$ cat src/rtl/calc_pkg.sv
// Shared types for the sequential BCD calculator: op encodings, FSM states, digit type.
package calc_pkg;

  typedef enum logic [1:0] {
    OP_ADD = 2'b00,
    OP_SUB = 2'b01,
    OP_MUL = 2'b10,
    OP_DIV = 2'b11
  } op_e;

  typedef enum logic [2:0] {
    IDLE,
    EXEC,
    MUL_SHIFT,
    MUL_ADD,
    DIV_SHIFT,
    DIV_SUB,
    DONE
  } state_e;

  typedef logic [3:0] bcd_digit_t;

  // Limits a repeat count to 9 so non-BCD digits cannot stretch an iteration.
  function automatic bcd_digit_t clamp9(input bcd_digit_t d);
    return (d > 4'd9) ? 4'd9 : d;
  endfunction

endpackage

$ cat src/rtl/bcd_addsub.sv
// Combinational ripple BCD adder/subtractor; cout is decimal carry (add) or borrow (sub).
module bcd_addsub #(
  parameter int unsigned DIGITS = 4
) (
  input  logic [4*DIGITS-1:0] a,
  input  logic [4*DIGITS-1:0] b,
  input  logic                sub,
  output logic [4*DIGITS-1:0] y,
  output logic                cout
);

  always_comb begin
    logic       c;
    logic [4:0] t;
    c = 1'b0;
    t = '0;
    y = '0;
    for (int unsigned i = 0; i < DIGITS; i++) begin
      if (sub) begin
        t = {1'b0, a[4*i +: 4]} - {1'b0, b[4*i +: 4]} - {4'b0, c};
        c = t[4];
        if (c) t = t + 5'd10;
      end else begin
        t = {1'b0, a[4*i +: 4]} + {1'b0, b[4*i +: 4]} + {4'b0, c};
        c = (t > 5'd9);
        if (c) t = t + 5'd6;
      end
      y[4*i +: 4] = t[3:0];
    end
    cout = c;
  end

endmodule

$ cat src/rtl/bcd_calc_seq.sv
// Multi-cycle BCD calculator: single-cycle add/sub, digit-serial multiply and divide.
// Define BCD_CHECK_EN to reject operands containing nibbles above 9.
module bcd_calc_seq
  import calc_pkg::*;
#(
  parameter int unsigned DIGITS = 4
) (
  input  logic                clk,
  input  logic                rst,
  input  logic                start,
  input  logic [1:0]          switches,
  input  logic [4*DIGITS-1:0] operand1,
  input  logic [4*DIGITS-1:0] operand2,
  output logic                busy,
  output logic                done,
  output logic [4*DIGITS-1:0] result,
  output logic [4*DIGITS-1:0] mod,
  output logic                negative,
  output logic                overflow,
  output logic                error
);

  localparam int unsigned W  = 4 * DIGITS;
  localparam int unsigned IW = (DIGITS > 1) ? $clog2(DIGITS) : 1;
  localparam logic [IW-1:0] IDX_TOP = IW'(DIGITS - 1);

  state_e        state_q, state_d;
  op_e           op_q, op_d;
  logic [W-1:0]  a_q, a_d, b_q, b_d;
  logic [W-1:0]  result_q, result_d, mod_q, mod_d;
  logic [W+3:0]  rem_q, rem_d;
  logic [IW-1:0] idx_q, idx_d;
  bcd_digit_t    cnt_q, cnt_d;
  logic          busy_q, busy_d, done_q, done_d;
  logic          neg_q, neg_d, ovf_q, ovf_d, err_q, err_d;

  logic [W+3:0]  as_a, as_b, as_y;
  logic          as_sub, as_cout;
  bcd_digit_t    a_digit, b_digit;
  logic          bad_bcd;

  // One extra digit so divide's shifted remainder and add's carry digit both fit.
  bcd_addsub #(.DIGITS(DIGITS + 1)) u_addsub (
    .a    (as_a),
    .b    (as_b),
    .sub  (as_sub),
    .y    (as_y),
    .cout (as_cout)
  );

  assign a_digit = a_q[4*idx_q +: 4];
  assign b_digit = b_q[4*idx_q +: 4];

`ifdef BCD_CHECK_EN
  function automatic logic has_bad_digit(input logic [W-1:0] x);
    logic bad;
    bad = 1'b0;
    for (int unsigned i = 0; i < DIGITS; i++)
      if (x[4*i +: 4] > 4'd9) bad = 1'b1;
    return bad;
  endfunction
  assign bad_bcd = has_bad_digit(a_q) || has_bad_digit(b_q);
`else
  assign bad_bcd = 1'b0;
`endif

  always_comb begin
    state_d  = state_q;
    op_d     = op_q;
    a_d      = a_q;
    b_d      = b_q;
    result_d = result_q;
    mod_d    = mod_q;
    rem_d    = rem_q;
    idx_d    = idx_q;
    cnt_d    = cnt_q;
    neg_d    = neg_q;
    ovf_d    = ovf_q;
    err_d    = err_q;
    as_a     = '0;
    as_b     = '0;
    as_sub   = 1'b0;

    case (state_q)
      IDLE: begin
        if (start) begin
          op_d     = op_e'(switches);
          a_d      = operand1;
          b_d      = operand2;
          result_d = '0;
          mod_d    = '0;
          neg_d    = 1'b0;
          ovf_d    = 1'b0;
          err_d    = 1'b0;
          state_d  = EXEC;
        end
      end

      EXEC: begin
        if (bad_bcd) begin
          err_d   = 1'b1;
          state_d = DONE;
        end else begin
          case (op_q)
            OP_ADD: begin
              as_a     = {4'h0, a_q};
              as_b     = {4'h0, b_q};
              result_d = as_y[W-1:0];
              ovf_d    = |as_y[W +: 4];
              state_d  = DONE;
            end
            OP_SUB: begin
              // Packed BCD orders the same as binary, so a plain compare picks the minuend.
              as_sub = 1'b1;
              if (a_q < b_q) begin
                as_a  = {4'h0, b_q};
                as_b  = {4'h0, a_q};
                neg_d = 1'b1;
              end else begin
                as_a  = {4'h0, a_q};
                as_b  = {4'h0, b_q};
              end
              result_d = as_y[W-1:0];
              state_d  = DONE;
            end
            OP_MUL: begin
              idx_d   = IDX_TOP;
              state_d = MUL_SHIFT;
            end
            default: begin
              if (b_q == '0) begin
                err_d   = 1'b1;
                state_d = DONE;
              end else begin
                idx_d   = IDX_TOP;
                rem_d   = '0;
                state_d = DIV_SHIFT;
              end
            end
          endcase
        end
      end

      MUL_SHIFT: begin
        ovf_d    = ovf_q | (|result_q[W-1 -: 4]);
        result_d = {result_q[W-5:0], 4'h0};
        cnt_d    = clamp9(b_digit);
        if (clamp9(b_digit) != 4'd0) begin
          state_d = MUL_ADD;
        end else if (idx_q == '0) begin
          state_d = DONE;
        end else begin
          idx_d = idx_q - IW'(1);
        end
      end

      MUL_ADD: begin
        as_a     = {4'h0, result_q};
        as_b     = {4'h0, a_q};
        result_d = as_y[W-1:0];
        ovf_d    = ovf_q | (|as_y[W +: 4]);
        cnt_d    = cnt_q - 4'd1;
        if (cnt_q == 4'd1) begin
          if (idx_q == '0) begin
            state_d = DONE;
          end else begin
            idx_d   = idx_q - IW'(1);
            state_d = MUL_SHIFT;
          end
        end
      end

      DIV_SHIFT: begin
        rem_d    = {rem_q[W-1:0], a_digit};
        result_d = {result_q[W-5:0], 4'h0};
        state_d  = DIV_SUB;
      end

      DIV_SUB: begin
        as_a   = rem_q;
        as_b   = {4'h0, b_q};
        as_sub = 1'b1;
        // Capping the quotient digit at 9 bounds the loop even for non-BCD operands.
        if (!as_cout && (result_q[3:0] != 4'd9)) begin
          rem_d    = as_y;
          result_d = {result_q[W-1:4], result_q[3:0] + 4'd1};
        end else if (idx_q == '0) begin
          mod_d   = rem_q[W-1:0];
          state_d = DONE;
        end else begin
          idx_d   = idx_q - IW'(1);
          state_d = DIV_SHIFT;
        end
      end

      default: begin
        state_d = IDLE;
      end
    endcase

    done_d = (state_d == DONE);
    busy_d = (state_d != IDLE) && (state_d != DONE);
  end

  always_ff @(posedge clk) begin
    if (rst) begin
      state_q  <= IDLE;
      op_q     <= OP_ADD;
      a_q      <= '0;
      b_q      <= '0;
      result_q <= '0;
      mod_q    <= '0;
      rem_q    <= '0;
      idx_q    <= '0;
      cnt_q    <= '0;
      busy_q   <= 1'b0;
      done_q   <= 1'b0;
      neg_q    <= 1'b0;
      ovf_q    <= 1'b0;
      err_q    <= 1'b0;
    end else begin
      state_q  <= state_d;
      op_q     <= op_d;
      a_q      <= a_d;
      b_q      <= b_d;
      result_q <= result_d;
      mod_q    <= mod_d;
      rem_q    <= rem_d;
      idx_q    <= idx_d;
      cnt_q    <= cnt_d;
      busy_q   <= busy_d;
      done_q   <= done_d;
      neg_q    <= neg_d;
      ovf_q    <= ovf_d;
      err_q    <= err_d;
    end
  end

  assign busy     = busy_q;
  assign done     = done_q;
  assign result   = result_q;
  assign mod      = mod_q;
  assign negative = neg_q;
  assign overflow = ovf_q;
  assign error    = err_q;

endmodule

$ cat config.mk
export PLATFORM = sky130hd
export DESIGN_NAME = bcd_calc_seq
export DESIGN_NICKNAME = d
export VERILOG_FILES = /design/src/rtl/calc_pkg.sv /design/src/rtl/bcd_addsub.sv /design/src/rtl/bcd_calc_seq.sv
export SDC_FILE = /design/constraint.sdc
export NUM_CORES = 1
export LEC_CHECK = 0
export BUFFER_PORTS_ARGS = -buffer_cell sky130_fd_sc_hd__buf_2
export CORE_UTILIZATION = 30
export CTS_BUF_LIST = sky130_fd_sc_hd__clkbuf_4 sky130_fd_sc_hd__clkbuf_8
export DETAILED_ROUTE_END_ITERATION = 10
export SLEW_MARGIN = 10
export SYNTH_ARGS = -nofsm -noshare
export SYNTH_HDL_FRONTEND = slang
export SYNTH_SLANG_ARGS = --single-unit
$ cat constraint.sdc
create_clock -name clk -period 11.3 [get_ports clk]
set_clock_uncertainty 0.05 [all_clocks]
set_input_delay 0.565 -clock clk [delete_from_list [all_inputs] [get_ports clk]]
set_output_delay 0.565 -clock clk [all_outputs]
set_load 0.01 [all_outputs]
Word-level counts from Yosys, hierarchy flattened
Cells that the tools add are included.
Widths: inputs -> output; s select.
Word-level totals
  flip-flop bits (word level): 100
  word-level logic and storage cells: 182
  output and inout port bits: 37
Cells by class
  multiplexer cells: 67
  eq/ne operators: 26
  $add $sub $neg: 31
  bitwise gates (word level): 3
  shifts and indexed selects: 2
  reductions and logical operators: 31
  magnitude comparators: 7
Operators with widths (number)
  $pmux 20 s3: 2
  $mux 16: 6
  $pmux 16 s2: 3
  $pmux 16 s5: 1
  $mux 4: 17
  $mux 20: 3
  $pmux 16 s3: 1
  $shiftx 16x5->4: 2
  $ne 2x2->1 const B: 14
  $gt 5x4->1 const B: 5
  $reduce_and 4->1: 6
  $add 4x3->4 const B: 5
  $add 4x4->4 const B: 5
  $add 4x4->5: 4
  $add 5x1->5: 4
  $sub 4x4->5: 4
  $sub 5x1->5: 4
  $mux 3: 6
  $pmux 3 s6: 1
  $logic_not 16->1: 1
  $lt 16x16->1: 1
  $reduce_bool 4->1: 4
  $mux 2: 7
  $mux 1: 12
  35 further kinds: 49

Depth between registers and ports, before layout
Gate-level depths: netlist of run 1.
  depth after elaboration: 25
  gate-level depth with buffers: 55
  gate-level depth less buffers: 55

Modules after synthesis
From an unflattened synthesis of run 1, not the netlist that was laid out.
Unflattened totals
  cell total of the unflattened synthesis: 1073
  area total of the unflattened synthesis: 8365.5 um^2
By module, submodules not included
  bcd_calc_seq: cells each 713, times used 1, area each 5562.8 um^2
  bcd_addsub: cells each 360, times used 1, area each 2802.7 um^2

Worst setup path after synthesis of run 1
OpenSTA, ideal clock, no wires.
  path kind: flip-flop to flip-flop
  start: register b_q[14]
  end: register rem_q[15]
  period minus slack after synthesis: 9.909 ns
  setup time: 0.117 ns
  slack: 1.391 ns
  cell stages (with the launch flop): 51
  required time: 11.133 ns
  arrival: 9.742 ns
  cell sequence: dfxtp_1 inv_1 ha_1 nand4_1 or4_1 o32a_1 nand2_2 buf_6 o21bai_2 buf_2 a22o_1 ha_1 fa_1 xor2_1 nand2_1 and2_1 nor3_1 a21o_1 (+15 left out) inv_1 fa_1 inv_1 fa_1 inv_1 and2_1 inv_1 a21oi_1 mux2i_1 ha_1 ha_1 o21ai_1 o22ai_1 a21oi_1 nor2_1 buf_2 a22o_1 a32o_1
On the way
  longest elaborated chain between the ends: 23
  elaborated cells between the ends (all ways): 46
  those cells by class: 18 x add/sub; 6 x order compare; 2 x eq/ne; 16 x mux; 4 x reduce/logical
Ends and longest elaborated chain
  start, declared: line bcd_calc_seq.sv:29  | logic [W-1:0] a_q, a_d, b_q, b_d;
  start signal, assigned: line bcd_calc_seq.sv:210  | b_q <= '0;
  start signal, assigned: line bcd_calc_seq.sv:225  | b_q <= b_d;
  $lt 16x16->1: line bcd_calc_seq.sv:115  | if (a_q < b_q) begin
  $mux 16: line bcd_calc_seq.sv:115
  $pmux 16 s2: line bcd_calc_seq.sv:104  | case (op_q)
  $pmux 20 s3 or $pmux 16 s3 (tied branches): line bcd_calc_seq.sv:84  | case (state_q)
  $add 4x4->5: line bcd_addsub.sv:24  | t = {1'b0, a[4*i +: 4]} + {1'b0, b[4*i +: 4]} + {4'b0, c};
  $gt 5x4->1: line bcd_addsub.sv:25  | c = (t > 5'd9);
  $mux 1: line bcd_addsub.sv:19  | if (sub) begin
  $add 5x1->5: line bcd_addsub.sv:24
  (+7 left out)
  $mux 1: line bcd_addsub.sv:19
  $add 5x1->5: line bcd_addsub.sv:24
  $gt 5x4->1: line bcd_addsub.sv:25
  $mux 1: line bcd_addsub.sv:19
  $logic_not 1->1: line bcd_calc_seq.sv:184  | if (!as_cout && (result_q[3:0] != 4'd9)) begin
  $logic_and 1x1->1: line bcd_calc_seq.sv:184
  $ne 2x2->1 (no line)
  $reduce_and 4->1 (no line)
  end signal, assigned: line bcd_calc_seq.sv:228  | rem_q <= rem_d;
  end, declared: line bcd_calc_seq.sv:31  | logic [W+3:0] rem_q, rem_d;
Several ways; a longest one is shown, not always the timed one. The select of a mux whose other input is x is not followed.
A chain may end at the register's enable or synchronous reset.

Worst setup path in the final report of run 1
  start: register b_q[14]
  end: register ovf_q (netlist: overflow)
On the way
  longest elaborated chain between the ends: 23
  elaborated cells between the ends (all ways): 41
  those cells by class: 18 x add/sub; 6 x order compare; 15 x mux; 1 x bitwise; 1 x reduce/logical
Ends and longest elaborated chain
  $lt 16x16->1: line bcd_calc_seq.sv:115
  $mux 16: line bcd_calc_seq.sv:115
  $pmux 16 s2: line bcd_calc_seq.sv:104
  $pmux 20 s3 or $pmux 16 s3 (tied branches): line bcd_calc_seq.sv:84
  $add 4x4->5: line bcd_addsub.sv:24
  $gt 5x4->1: line bcd_addsub.sv:25
  $mux 1: line bcd_addsub.sv:19
  $add 5x1->5: line bcd_addsub.sv:24
  (+7 left out)
  $mux 1 *: line bcd_addsub.sv:19
  $add 5x1->5 or $sub 5x1->5 (tied branches): line bcd_addsub.sv:24, bcd_addsub.sv:20
  $add 4x3->4 (tied with other cells): line bcd_addsub.sv:26  | if (c) t = t + 5'd6;
  $mux 4 (on tied branches): line bcd_addsub.sv:26, bcd_addsub.sv:22
  $mux 4 *: line bcd_addsub.sv:19
  $reduce_or 4->1 *: line bcd_calc_seq.sv:109, bcd_calc_seq.sv:161
  $or 1x1->1 or $mux 1 (tied branches): line bcd_calc_seq.sv:161, bcd_calc_seq.sv:104
  $pmux 1 s4 *: line bcd_calc_seq.sv:84
  end signal, assigned: line bcd_calc_seq.sv:234  | ovf_q <= ovf_d;
  end, declared: line bcd_calc_seq.sv:35  | logic neg_q, neg_d, ovf_q, ovf_d, err_q, err_d;
Every way passes the cells marked *; elsewhere a longest branch is shown, timed or not. The select of a mux whose other input is x is not followed.

==> summary.md, run 1 <==
| Metric | Value |
|---|---|
| Syn Nets | approximately 1,100 |
| Worst stage delay on the critical path | 550 ps |
| Max Clk Rate | ~0.095 GHz |
| I/O pin cnt | between 70 and 80 |
| Vias in the first global route | a little over 7,000 |
| Port-buffer cells | 73 |
| Drt initial violations | 762 |
| # fillers | 2,736 |
| VDD IR max | slightly below 100 uV |
| Post-synth cell types | between 70 and 80 |
| Final setup TNS | 0 ps |
| Dominant cells by area after synthesis | dfxtp_1, ha_1, a21oi_1, nand2_1, mux2i_1 |
| Setup crit end kind | flip-flop |
| Core Util, Final | 34.6% |
| Inserted Diodes | 0 |
| Yosys warnings | 0 |
| Layout cells sized above 1 | 14.4% |
| WHS | 340 ps |
| Die Height | between 150 and 200 um |
| CTS Buf Count | 9 |
| CTS sink count | 100 |
| RePlAce Congestion | 0.933 |
| Skew-Pair Late Insertion Delay | 410 ps |
| Avg Cell Area, Syn | 7.79 sq um |
| Nets | ~1,200 |
| Final period utilization | about 93% |
| Final Setup Violations | 0 |
| Antenna Nets Post-Route | 0 |
| Yosys top cell area share | about a quarter |
| Slew of the pin with the lowest slew margin | 925 ps |
| # hold bufs at CTS | 0 |
| GRT overflow | 0 |
| Mapped Cells | between 900 and 1,000 |
| #FFs+latches synth | 100 |
| First-pass GRT wire length | about 39,000 um |
| Clock tree buffer depth | 2 |
| Dpl hpwl | 19,700 um |
| End of the worst register-to-register path | overflow |
| R2R cell count | 50 |
| Largest net degree at the start of global routing | 83 |
| DR vias | roughly 7,600 |
| Area delta synth->final | 12.4% |
| Worst path top cell family by delay | adder cells |
| Synth area leader | dfxtp_1 |
| Hold Startpoint | operand1[5] |
| RSZ-0062 raised after global routing | no |
| Commonest non-fill, non-tap cell in the layout | nand2_1 |
| Post-Place Setup Slack | about 330 ps |
| Hold worst-path end | a_q[5] |
| Cell mode on critical path | inv_1 |
| Max-cap viol count | 0 |
| R2R Path Start | b_q[14] |
| Antenna violations before repair | 1 |
| Slew HR | 38.3% |
| DRT Pass-1 Iters | 8 |
| Die span in x | 163 um |
| Critical path launch point type | flip-flop |
| Final-report max-slew violation count | 0 |
| Die area | 26,500 sq um |
| Setup slack after layout | roughly 760 ps |
| Status | completed |
| PwrDens | 183 nW/um^2 |
| Std cell rows | 58 |
| Final number of hold-violating endpoints | 0 |
| Worst min path class | input port to flip-flop |
| Number of synthesized flops with an enable pin | 0 |
| Sequential share of the synthesized area | approximately a quarter |
| Htree depth | 3 |
| Routed WL per cell | 18.5 um |
| Vias/cell | around 5.5 |
| Post-synthesis async set-or-reset flop share | 0% |
| WP buf/inv | 8 |
| Clk root buf | clkbuf_8 |
| Minimum clock period after layout | between 10,000 and 15,000 ps |
| GRT Total Usage | 19.2% |
| Kind of critical path | flip-flop to flip-flop |
| WL final | 25,600 um |
| Initial cell density of the core | 30.7% |
| CP max stage cell | or4_1 |
| Most frequent cells in the layout | nand2_1, a21oi_1, dfxtp_1 |
| Clk slew on worst S/H paths | 110 ps |
| R2R setup slack | approximately 760 ps |
| WP data arrival | approximately 11,000 ps |
| Leak Pwr | 3.60 nW |
| DRC | 0 |
| Post-Synthesis Cell Area | 7760 sq um |
| CP Max Fanout | 10 |
| Hold depth | 3 |
| Core Box Area | 25,300 sq um |
| CTS tree | done |
| Most common flop cell mapped by yosys | dfxtp_1 |
| CP required | 11,540 ps |
[synth_stat cells (all sizes together), types with 22 or more instances]
master and count:
ha 62, mux2i 30, nand2 127, o21ai 59
nor3 22, clkbuf 42, inv 75, a21oi 102
and2 22, nor2 80, dfxtp 100, a22oi 27
[report_power, final]
group	internal, W	switching [W]
sequential	0.000404	0.0000725
clock	0.0000883	0.000154
combinational	0.000319	0.000556
total	0.000812	0.000782
[sequential cells by signal, summed over array words and instances, names as in the netlist, 2 cells and up]
| register | cells |
|---|---|
| b_q | 16 |
| state_q | 3 |
| idx_q | 2 |
| result | 16 |
| mod | 16 |
| cnt_q | 4 |
| op_q | 2 |
| rem_q | 20 |
| a_q | 16 |
[metal layers]
metal / track usage (%) / up-vias / part of all wire [%]
met5: 0 / - / 0.051
met4: 4.84 / 2 / 1.9
met3: 4.48 / 47 / 8.8
met2: 29.6 / 331 / 43
met1: 26.7 / 3583 / 46
li1: - / 3614 / -
[timing repair]
| action | CTS | global route |
|---|---|---|
| setup endpoints to repair | 0 | 43 |
| gates resized for setup | 0 | 15 |
| setup buffers | 0 | 2 |
[kinds of logic (layout without fill, tap and decap cells)]
| kind of cell | count (synthesis) | in the layout | share of synthesized area (%) |
|---|---|---|---|
| compound gates | 295 | 295 | 24.2 |
| flops | 100 | 100 | 25.8 |
| mux | 41 | 41 | 6.62 |
| fa+ha+maj | 76 | 76 | 13.6 |
| xor+xnor | 27 | 27 | 3.22 |
| buf+inv | 130 | 188 | 6.86 |
| simple gates | 328 | 328 | 19.8 |
[worst max-delay path by stage]
stage | startpoint | end | depth (start not counted)
after global placement | b_q[12] | rem_q[15] | 48
after CTS | b_q[15] | rem_q[15] | 48
after detailed placement | b_q[9] | rem_q[15] | 48
after global routing | b_q[14] | overflow | 50
after floorplan | b_q[14] | rem_q[15] | 50
final | b_q[14] | overflow | 50
[final cells by class]
type	instances	area, sq um	area share, %
Sequential cell	100	2010	23.0
Multi-Input combinational cell	767	5280	60.5
Tap cell	330	413	4.73
Clock buffer	9	124	1.42
Clock inverter	7	76.3	0.874
Timing Repair Buffer	97	546	6.25
Inverter	75	282	3.22
[worst min-delay path, stage by stage]
cell     delay [ps]
buf_2            90
nand2_1          50
a21oi_1          50
[stage by stage]
| step | power, W | cell area (sq um) | instances |
|---|---|---|---|
| after global placement | 0.00133 | 8460 | 1367 |
| after global routing | 0.00170 | 8730 | 1385 |
| after CTS | 0.00158 | 8660 | 1383 |
| final | 0.00159 | 8730 | 1385 |
| after detailed placement | 0.00133 | 8460 | 1367 |
| after floorplan | 0.00108 | 7760 | 997 |
Note: power is estimated with default switching activity, not from simulation.
==> run 2, diff against run 1 <==
--- a/config.mk
+++ b/config.mk
@@ -12,4 +12,5 @@
 export SLEW_MARGIN = 10
 export SYNTH_ARGS = -nofsm -noshare
 export SYNTH_HDL_FRONTEND = slang
+export SYNTH_HIERARCHICAL = 1
 export SYNTH_SLANG_ARGS = --single-unit
==> run 2 against run 1 <==
Compared with the run above: register-to-register slack lost 430 ps; sequential cell count is the same; clock power grew 14%; final cell count grew 14%; via count grew 10%; count of clock-buffer cells in the layout is the same; combinational power grew 50%; synthesized area grew 7.7%; worst hold slack is essentially flat; global-route usage shrank 0.68 points; maximum frequency shrank 3.9%; critical path type unchanged; largest power group unchanged.
==> summary.md, run 2 <==
| Metric | Value |
|---|---|
| Status | completed |
| Skew-Pair Late Insertion Delay | 410 ps (about the same) |
| Cell mode on critical path | fa_2 |
| Final-report max-slew violation count | 0 (unchanged) |
| Mux contribution to synthesized area | 5.92% (-0.70 points) |
| Layout cells sized above 1 | 26.5% (+12 points) |
| Vias/cell | 5.27 (-3.7%) |
| Most frequent cells in the layout | nand2_1, a21oi_1, buf_4 |
| RePlAce Congestion | 0.951 (+1.9%) |
| Worst path top cell family by delay | adder cells |
| Dpl hpwl | 20,500 um (+3.7%) |
| GRT overflow | 0 (unchanged) |
| Main combinational cell family by area after synthesis | simple AND/OR/NAND/NOR gates |
| Most frequent cell after synthesis | nand2_1 |
| Final period utilization | 97.1% (+3.8 points) |
| First-pass GRT wire length | 41,700 um (+6.3%) |
| Clock tree buffer depth | 2 (unchanged) |
| Largest net degree at the start of global routing | 101 (+22%) |
| Post-Place Setup Slack | -196 ps (-526 ps) |
| RSZ-0062 raised after global routing | yes |
| Synth Area in Compound Gates | 21.0% (-3.1 points) |
| Nets | 1,336 (+15%) |
| Post-Synthesis Cell Area | 8370 sq um (+7.7%) |
| Port-buffer cells | 73 (unchanged) |
| Xor/xnor cell area share of the yosys netlist | 3.10% (-0.13 points) |
| GRT Total Usage | 18.5% (-0.68 points) |
| Switching Fraction | 46.5% (-2.6 points) |
| CTS tree | done |
| WP buf/inv | 15 (+7) |
| Adder-cell share of the synthesized area | 15.4% (+1.8 points) |
| Clock Power Share | 13.6% (-1.6 points) |
| Antenna violations before repair | 0 (-1) |
| Clk root buf | clkbuf_8 |
| Number of synthesized flops with an enable pin | 0 (unchanged) |
| Vias in the first global route | 7,852 (+11%) |
| DRT Pass-1 Iters | 7 (-1) |
| #FFs+latches synth | 100 (unchanged) |
| Antenna Nets Post-Route | 0 (unchanged) |
| WL final | 27,200 um (+6.4%) |
| Final Setup Violations | 0 (unchanged) |
| Number of flip-flops in the largest register | 20 (unchanged) |
| NetSw | 0.000943 W (+21%) |
| I/O pin cnt | 74 (unchanged) |
| CP Max Fanout | 5 (-5) |
| CTS sink count | 100 (unchanged) |
| Final number of hold-violating endpoints | 0 (unchanged) |
| Max Clk Rate | 0.0912 GHz (-3.9%) |
| Minimum clock period after layout | 10,970 ps (+428 ps) |
| Int Power | 0.00108 W (+33%) |
| Synth Area in Simple Gates | 23.0% (+3.2 points) |
| Post-synth cell types | 76 (+5.6%) |
| End of the worst register-to-register path | rem_q[11] |
| Worst min path class | input port to flip-flop |
| Die Height | 169 um (+3.8%) |
| Mapped Cells | 1,073 (+7.6%) |
| Power, Total | 0.00203 W (+27%) |
| Worst stage delay on the critical path | 550 ps (about the same) |
| DRC | 0 (unchanged) |
| DR vias | 8,344 (+10%) |
| Yosys warnings | 6 (+6) |
| CP required | 11,570 ps (+30 ps) |
| Die span in x | 169 um (+3.8%) |
| Avg Cell Area, Syn | 7.80 sq um (+0.10%) |
| Area delta synth->final | 25.5% |
| Max-cap viol count | 0 (unchanged) |
| Clk slew on worst S/H paths | 120 ps (about the same) |
| Htree depth | 3 (unchanged) |
| VDD IR max | 114 uV (+18%) |
| Kind of critical path | flip-flop to flip-flop |
| Post-synthesis async set-or-reset flop share | 0% (unchanged) |
| Sequential power share | 21.7% (-8.2 points) |
| Die area | 28,600 sq um (+7.6%) |
| Routed WL per cell | 17.2 um (-6.9%) |
| Combinational power share | 64.7% (+9.8 points) |
| Std cell rows | 60 (+3.4%) |
| Post-synth top cells | nand2_1, a21oi_1, dfxtp_1 |
| Critical path launch point type | flip-flop |
| Setup slack after layout | 330 ps (-428 ps) |
| # fillers | 2,837 (+3.7%) |
| Initial cell density of the core | 30.8% (+0.036 points) |
| Sequential share of the synthesized area | 23.9% (-1.9 points) |
| Setup crit end kind | flip-flop |
| R2R setup slack | 330 ps (-430 ps) |
| Synth area leader | dfxtp_1 |
| Dominant cells by area after synthesis | dfxtp_1, ha_1, nand2_1, a21oi_1, fa_1 |
| R2R Path Start | b_q[11] |
| Inserted Diodes | 0 (unchanged) |
| Slew HR | 22.8% (-15 points) |
| R2R cell count | 56 (+12%) |
| Leak Pwr | 4.27 nW (+19%) |
| WP data arrival | 11,240 ps (+460 ps) |
| CTS Buf Count | 9 (unchanged) |
| Slew of the pin with the lowest slew margin | 1160 ps (+232 ps) |
| Most common flop cell mapped by yosys | dfxtp_1 |
| Core Box Area | 27,200 sq um (+7.6%) |
| Drt initial violations | 871 (+14%) |
| Commonest non-fill, non-tap cell in the layout | nand2_1 |
| CP max stage cell | fa_2 |
| PwrDens | 193 nW/um^2 (+5.7%) |
| Hold depth | 3 (unchanged) |
| Hold worst-path end | a_q[4] |
| Yosys top cell area share | 23.9% (-1.9 points) |
| Hold Startpoint | operand1[4] |
| Top reg by flops | rem_q |
| WHS | 341 ps (+0.478 ps) |
run 2: cell count changes after synthesis, moves of 19 or more:
| cell | before | now |
|---|---|---|
| a222oi_1 | 0 | 19 |
| and2_1 | 20 | 1 |
| nand2_1 | 126 | 183 |
| nor2_1 | 79 | 54 |
| o21ai_0 | 50 | 20 |
| or3_1 | 1 | 26 |
run 2: worst max-delay path by stage:
stage / cells past startpoint / start / slack, ps / endpoint
final: 56 / b_q[11] / 330 / rem_q[11]
after detailed placement: 56 / b_q[15] / -200 / rem_q[8]
after floorplan: 57 / b_q[15] / 40 / busy
after global routing: 56 / b_q[15] / -230 / rem_q[11]
after CTS: 56 / b_q[10] / 10 / rem_q[8]
after global placement: 56 / b_q[15] / 70 / busy
run 2: power by group through the flow:
stage / registers [W] / logic (W) / clock network (W)
2_1_floorplan: 0.000449 / 0.000786 / 0
3_3_place_gp: 0.000446 / 0.00113 / 0
3_5_place_dp: 0.000446 / 0.00115 / 0
4_1_cts: 0.000437 / 0.00118 / 0.000280
5_1_grt: 0.000446 / 0.00143 / 0.000293
6_report: 0.000440 / 0.00131 / 0.000275
run 2: area by class of cell:
class,instances,area (sq um),area share (%)
multi-input combinational,823,6190,58.9
sequential,100,2010,19.1
timing repair buffer,181,1260,12.0
tap,372,465,4.43
inverter,92,345,3.29
clock buffer,9,124,1.18
clock inverter,6,105,1.00
run 2: cell families (layout without fill, tap and decap cells):
kind of cell / after synthesis / in the layout
and+or+nand+nor: 397 / 397
AOI/OAI and AO/OA: 258 / 258
buffers and inverters: 158 / 288
DFF: 100 / 100
adders and majority gates: 92 / 92
muxes: 39 / 39
xor gates and xnor gates: 28 / 28
other: 1 / 9
run 2: what timing repair did:
action	4_1_cts	5_1_grt
setup buffers	7	15
hold endpoints to repair	0	0
resized for setup	30	73
pin swaps	27	91
cloned	0	5
setup endpoints to repair	26	47
hold buffers	0	0
run 2: per-stage QoR:
step	setup TNS, ps	instance area [sq um]	utilization [%]	std cells
after detailed placement	-3470	9570	35.2	1541
after global placement	0	9570	35.2	1541
final	0	10500	38.6	1583
after floorplan	0	8400	-	1081
after global routing	-4480	10500	38.6	1583
after CTS	0	9970	36.7	1563
run 2: per-layer routing:
metal  GRT usage (%)  share of wire, %
met5               0                 0
met4            5.68               2.4
met3            3.23               6.7
met2            31.9                47
met1            23.5                44
run 2: worst reg2reg max path, delay by kind of cell (launching register included):
family,cells,cell delay (ps)
compound gates,15,2670
xor+xnor,2,390
fa+ha+maj,13,4190
buf+inv,15,1160
flops,1,340
simple gates,11,2100
